<file path="config.mk">
export PLATFORM = sky130hd
export DESIGN_NAME = alu_op_sequencer
export DESIGN_NICKNAME = d
export VERILOG_FILES = /design/src/rtl/alu_seq_pkg.sv /design/src/rtl/alu_op_sequencer.sv
export SDC_FILE = /design/constraint.sdc
export NUM_CORES = 1
export LEC_CHECK = 0
export BUFFER_PORTS_ARGS = -buffer_cell sky130_fd_sc_hd__buf_4
export CAP_MARGIN = 0
export CORE_MARGIN = 4
export CORE_UTILIZATION = 45
export CTS_BUF_LIST = sky130_fd_sc_hd__clkbuf_4 sky130_fd_sc_hd__clkbuf_8 sky130_fd_sc_hd__clkbuf_16
export DETAILED_ROUTE_END_ITERATION = 10
export GPL_TIMING_DRIVEN = 0
export PLACE_DENSITY = 0.75
export SYNTH_ARGS = -nofsm -noshare
export SYNTH_HDL_FRONTEND = slang
export SYNTH_SLANG_ARGS = --single-unit
</file>
<file path="constraint.sdc">
create_clock -name clk -period 1.54 [get_ports clk]
set_input_delay 0.154 -clock clk [delete_from_list [all_inputs] [get_ports clk]]
set_output_delay 0.154 -clock clk [all_outputs]
set_load 0.01 [all_outputs]
</file>
<file path="src/rtl/alu_seq_pkg.sv">
// Shared ALU control codes, sequencer command opcodes and FSM state encodings.
package alu_seq_pkg;

   typedef enum logic [1:0] {
      ALU_ADD = 2'b00,
      ALU_SUB = 2'b01,
      ALU_AND = 2'b10,
      ALU_NOT = 2'b11
   } alu_ctrl_e;

   typedef enum logic [2:0] {
      OP_ADD  = 3'b000,
      OP_SUB  = 3'b001,
      OP_AND  = 3'b010,
      OP_NOT  = 3'b011,
      OP_NEG  = 3'b100,
      OP_MUL  = 3'b101,
      OP_ILL6 = 3'b110,
      OP_ILL7 = 3'b111
   } cmd_op_e;

   typedef enum logic [2:0] {
      S_IDLE = 3'd0,
      S_EXEC = 3'd1,
      S_NEG2 = 3'd2,
      S_MUL  = 3'd3,
      S_DONE = 3'd4
   } state_e;

endpackage

</file>
<file path="src/rtl/alu_op_sequencer.sv">
// Command sequencer for the external 8-bit ALU: turns compound commands
// (ADD/SUB/AND/NOT/NEG/MUL) into one primitive ALU op per cycle.
// Optional macro ALU_SEQ_MUL_EN enables MUL; without it op 101 is illegal.
module alu_op_sequencer
   import alu_seq_pkg::*;
#(
   parameter int unsigned WIDTH = 8,
   parameter int unsigned CNT_W = 8
) (
   input  logic             clk,
   input  logic             rst,
   input  logic             cmd_valid,
   output logic             cmd_ready,
   input  logic [2:0]       cmd_op,
   input  logic [WIDTH-1:0] cmd_a,
   input  logic [WIDTH-1:0] cmd_b,
   output logic [WIDTH-1:0] alu_inp1,
   output logic [WIDTH-1:0] alu_inp2,
   output logic [1:0]       alu_ctrl,
   input  logic [WIDTH-1:0] alu_out,
   output logic             res_valid,
   input  logic             res_ready,
   output logic [WIDTH-1:0] res_data,
   output logic             res_zero,
   output logic             res_err
);

   // The multiply counter must be able to hold any B operand.
   if (CNT_W < WIDTH) begin : g_cnt_w_check
      $error("CNT_W must be >= WIDTH");
   end

   state_e           r_state;
   state_e           w_next_state;
   logic             r_cmd_ready;
   logic [2:0]       r_op;
   logic [WIDTH-1:0] r_a;
   logic [WIDTH-1:0] r_b;
   logic [WIDTH-1:0] r_tmp;
   logic [WIDTH-1:0] r_res_data;
   logic             r_res_zero;
   logic             r_res_err;
   logic             w_accept;
   logic             w_cmd_illegal;
`ifdef ALU_SEQ_MUL_EN
   logic [WIDTH-1:0] r_acc;
   logic [CNT_W-1:0] r_cnt;
`endif

   assign w_accept  = cmd_valid & r_cmd_ready;
   assign cmd_ready = r_cmd_ready;
   assign res_data  = r_res_data;
   assign res_zero  = r_res_zero;
   assign res_err   = r_res_err;

   // Decode opcodes that have no implementation in this build.
   always_comb begin
      w_cmd_illegal = cmd_op[2] & cmd_op[1];
`ifndef ALU_SEQ_MUL_EN
      if (cmd_op == OP_MUL) w_cmd_illegal = 1'b1;
`endif
   end

   // State register; cmd_ready is registered from the next state.
   always_ff @(posedge clk) begin
      if (rst) begin
         r_state     <= S_IDLE;
         r_cmd_ready <= 1'b0;
      end else begin
         r_state     <= w_next_state;
         r_cmd_ready <= (w_next_state == S_IDLE);
      end
   end

   // Next-state logic.
   always_comb begin
      w_next_state = r_state;
      case (r_state)
         S_IDLE: begin
            if (w_accept) begin
               if (w_cmd_illegal) w_next_state = S_DONE;
`ifdef ALU_SEQ_MUL_EN
               else if (cmd_op == OP_MUL) w_next_state = (cmd_b == '0) ? S_DONE : S_MUL;
`endif
               else w_next_state = S_EXEC;
            end
         end
         S_EXEC:  w_next_state = (r_op == OP_NEG) ? S_NEG2 : S_DONE;
         S_NEG2:  w_next_state = S_DONE;
`ifdef ALU_SEQ_MUL_EN
         S_MUL:   if (r_cnt == CNT_W'(1)) w_next_state = S_DONE;
`endif
         S_DONE:  if (res_ready) w_next_state = S_IDLE;
         default: w_next_state = S_IDLE;
      endcase
   end

   // ALU drive and result-valid decode from registered state only.
   always_comb begin
      res_valid = 1'b0;
      alu_inp1  = '0;
      alu_inp2  = '0;
      alu_ctrl  = ALU_ADD;
      case (r_state)
         S_EXEC: begin
            if (r_op == OP_NEG) begin
               alu_inp2 = r_a;
               alu_ctrl = ALU_NOT;
            end else begin
               alu_inp1 = r_a;
               alu_inp2 = r_b;
               alu_ctrl = r_op[1:0];
            end
         end
         S_NEG2: begin
            alu_inp1 = r_tmp;
            alu_inp2 = WIDTH'(1);
         end
`ifdef ALU_SEQ_MUL_EN
         S_MUL: begin
            alu_inp1 = r_acc;
            alu_inp2 = r_a;
         end
`endif
         S_DONE:  res_valid = 1'b1;
         default: ;
      endcase
   end

   // Operand capture, intermediate values and result registers.
   always_ff @(posedge clk) begin
      if (rst) begin
         r_op       <= '0;
         r_a        <= '0;
         r_b        <= '0;
         r_tmp      <= '0;
         r_res_data <= '0;
         r_res_zero <= 1'b0;
         r_res_err  <= 1'b0;
`ifdef ALU_SEQ_MUL_EN
         r_acc      <= '0;
         r_cnt      <= '0;
`endif
      end else begin
         case (r_state)
            S_IDLE: begin
               if (w_accept) begin
                  r_op <= cmd_op;
                  r_a  <= cmd_a;
                  r_b  <= cmd_b;
`ifdef ALU_SEQ_MUL_EN
                  r_acc <= '0;
                  r_cnt <= CNT_W'(cmd_b);
`endif
                  if (w_cmd_illegal) begin
                     r_res_data <= '0;
                     r_res_zero <= 1'b1;
                     r_res_err  <= 1'b1;
                  end else begin
                     r_res_err <= 1'b0;
`ifdef ALU_SEQ_MUL_EN
                     if (cmd_op == OP_MUL && cmd_b == '0) begin
                        r_res_data <= '0;
                        r_res_zero <= 1'b1;
                     end
`endif
                  end
               end
            end
            S_EXEC: begin
               if (r_op == OP_NEG) begin
                  r_tmp <= alu_out;
               end else begin
                  r_res_data <= alu_out;
                  r_res_zero <= (alu_out == '0);
               end
            end
            S_NEG2: begin
               r_res_data <= alu_out;
               r_res_zero <= (alu_out == '0);
            end
`ifdef ALU_SEQ_MUL_EN
            S_MUL: begin
               r_acc <= alu_out;
               r_cnt <= r_cnt - CNT_W'(1);
               if (r_cnt == CNT_W'(1)) begin
                  r_res_data <= alu_out;
                  r_res_zero <= (alu_out == '0);
               end
            end
`endif
            default: ;
         endcase
      end
   end

endmodule

</file>
==> results.ini <==
[run_status]
status=finished, violations left
violations=negative setup slack

[detailed_routing]
antenna_left=0
vias_per_cell=5.49
vias=1899
drtIter0Drc=111
routed_wl_um=5620
firstDrtPassIters=4
drc=0
wl_per_cell_um=16.2

[yosys]
synth_xor_area_share_pct=0.477
synth_simple_gate_area_share_pct=25.5
ys_seq_elements=41
synth_seq_area_share_pct=44.7
synthAdderAreaFrac_pct=0
synth_top_family_by_area=simple AND/OR/NAND/NOR gates
synth_edf_count=0
synthesis.nets=248
yosysWarningCount=0
avgSynthCellArea_um2=8.46
synthFlopType=dfxtp_1
syn_area_mm2=0.00184
postSynthCellCount=217
synth_mux_area_share_pct=4.90
synth_async_sr_flop_share_pct=0
ys_types=36
synth_compound_area_share_pct=19.3

[timing]
hold_viol=0
grt_setup_unrepaired=true
tightest_slew_ns=0.628
fin_crit_sh_pct=118
slew_headroom_pct=58.1
fin_ws_ns=-0.271
fmax_mhz=552
finalSetupViolations=28
worst_clock_skew_ns=0.00513
finalCriticalPeriod_ns=1.81
hold-worst-slack_ns=0.100
finalMaxSlewViolations=0

[power_and_ir_drop]
leakagePower_uw=0.00123
p_per_area_mw_per_mm2=827
ir_drop_mv=0.702

[final_layout]
area_delta_synth_final_pct=55.4
layout-drive-gt1-share_pct=45.3
antenna_cells=0
nets=328

[clock_tree]
cts.hold.buffers_added=0
clkSlewWorstSetupHoldPaths_ns=0.08
clockBufferDepth=2
root_buffer=clkbuf_8
cts_sinks=41
htree_levels=2
cts_tree=yes
clock_latency_ns=0.29
cts_buffers=5

[critical_path]
r2r_start=r_state[0]
worstPathRequired_ns=1.39
end_kind=output port
cp-endpoint=alu_inp1[7]
timing.rr.end=res_data[7]
r2r_cells=9
crit_start=r_state[0]
cp-start-kind=flip-flop
r2r_slack_ns=-0.25
path_class=reg -> out
crit_arrival_ns=1.66
cp_max_fo=8

[die]
initial_core_util_pct=48.4
die_height_um=71.9
die_w_um=71.9
ioPinCount=61
dieArea_mm2=0.00517
rows=22
coreArea_mm2=0.00380

[placed_design]
routabilityCongestion=0.786
port-buffer-count=60
place_hpwl_um=3620
dp_slack_ns=-0.372

[hold_path]
hold_path.class=in -> reg

[global_routing]
grt_pass1_vias=1796
globalRouteOverflowTotal=0
grt_pass1_wl_um=8820
antenna_found_initial=0
grt_max_degree=13
track_usage_pct=22.1

[flow_run]
drv_cap=0

[cell families (layout without fill, tap and decap cells)]
family	after synthesis	count (layout)
DFF	41	41
buffers and inverters	17	98
and+or+nand+nor	95	95
muxes	9	9
xor gates and xnor gates	1	1
AOI/OAI and AO/OA	54	54
[how the worst min path moves through the flow]
stage / start / end / cells past startpoint
after floorplan: alu_out[7] / res_data[7] / 1
after global routing: alu_out[5] / res_data[5] / 2
final: cmd_a[2] / r_a[2] / 3
after CTS: alu_out[7] / res_data[7] / 2
after detailed placement: alu_out[7] / res_data[7] / 2
after global placement: alu_out[7] / res_data[7] / 2
[state kept, by name, indices dropped and copies added, names as in the netlist]
name,count
r_tmp,8
r_a,8
res_err,1
res_data,8
r_state,3
r_b,8
r_op,3
cmd_ready,1
res_zero,1
[where the power goes]
| part | switching [uW] | internal (uW) | total [uW] |
|---|---|---|---|
| Clock | 359 | 405 | 764 |
| Sequential | 39.0 | 1100 | 1140 |
| Combinational | 223 | 231 | 454 |
[cells in the mapped netlist, types with 2 or more instances]
library cell	instances	share of area [%]
nor2_1	16	3.3
dfxtp_1	41	45
nor3b_2	2	1.4
or3b_1	2	0.95
buf_2	3	0.82
buf_6	2	1.2
nor4_1	2	0.68
a31o_2	7	3.3
clkbuf_1	7	1.4
a22o_1	8	3.8
buf_4	3	1.2
mux2i_1	9	4.9
nor3_1	2	0.54
a21oi_1	30	8.2
inv_1	2	0.41
nand2_1	53	11
nor3b_1	9	3.7
[layout make-up]
| class | count | area (um^2) |
|---|---|---|
| Multi-Input combinational cell | 159 | 1100 |
| Fill cell | 285 | 945 |
| Sequential cell | 41 | 836 |
| Timing Repair Buffer | 75 | 634 |
| Buffer | 13 | 114 |
| Clock buffer | 7 | 96.3 |
| Tap cell | 48 | 60.1 |
| Inverter | 2 | 7.51 |
| Clock inverter | 1 | 5.00 |
[worst max-delay path, stage by stage (launching register included)]
cell and delay, ns:
dfxtp_2 0.35, buf_6 0.09, or3b_4 0.40, nor2_4 0.19, a22o_1 0.20, buf_4 0.13
[per-layer routing]
layer | wire length [um] | global-route usage, % | part of all wire [%]
met5 | 0 | 0 | 0
met3 | 342 | 3.46 | 6.1
met1 | 2320 | 27.8 | 41
met4 | 111 | 10.6 | 2.0
met2 | 2850 | 36.7 | 51
[cell usage in the layout (no fill, tap or decap), drive strengths merged, types with 2 or more instances in the layout]
master	n
nor4	2
inv	2
clkbuf	12
a31o	8
nand2	53
nor2	17
dfxtp	41
a22o	8
nor3	2
or3b	2
a21oi	30
buf	83
nor3b	11
mux2i	9
[what timing repair did]
action	4_1_cts	5_1_grt
pin swaps	12	12
gates resized for setup	35	33
setup endpoints to repair	57	56
gates cloned	1	1
buffers inserted	10	3
[through the flow]
stage	cell area (um^2)	total power [uW]	TNS, ns	cells	util [%]
finish	2850	2360	-5.78	346	75.1
global route	2850	2470	-7.47	346	75.1
CTS	2690	2320	-6.57	343	70.9
detailed placement	2350	1480	-6.82	325	61.8
global placement	2350	1470	-5.29	325	61.8
floorplan	1840	1330	0	217	-
(Power assumes the default switching activity.)
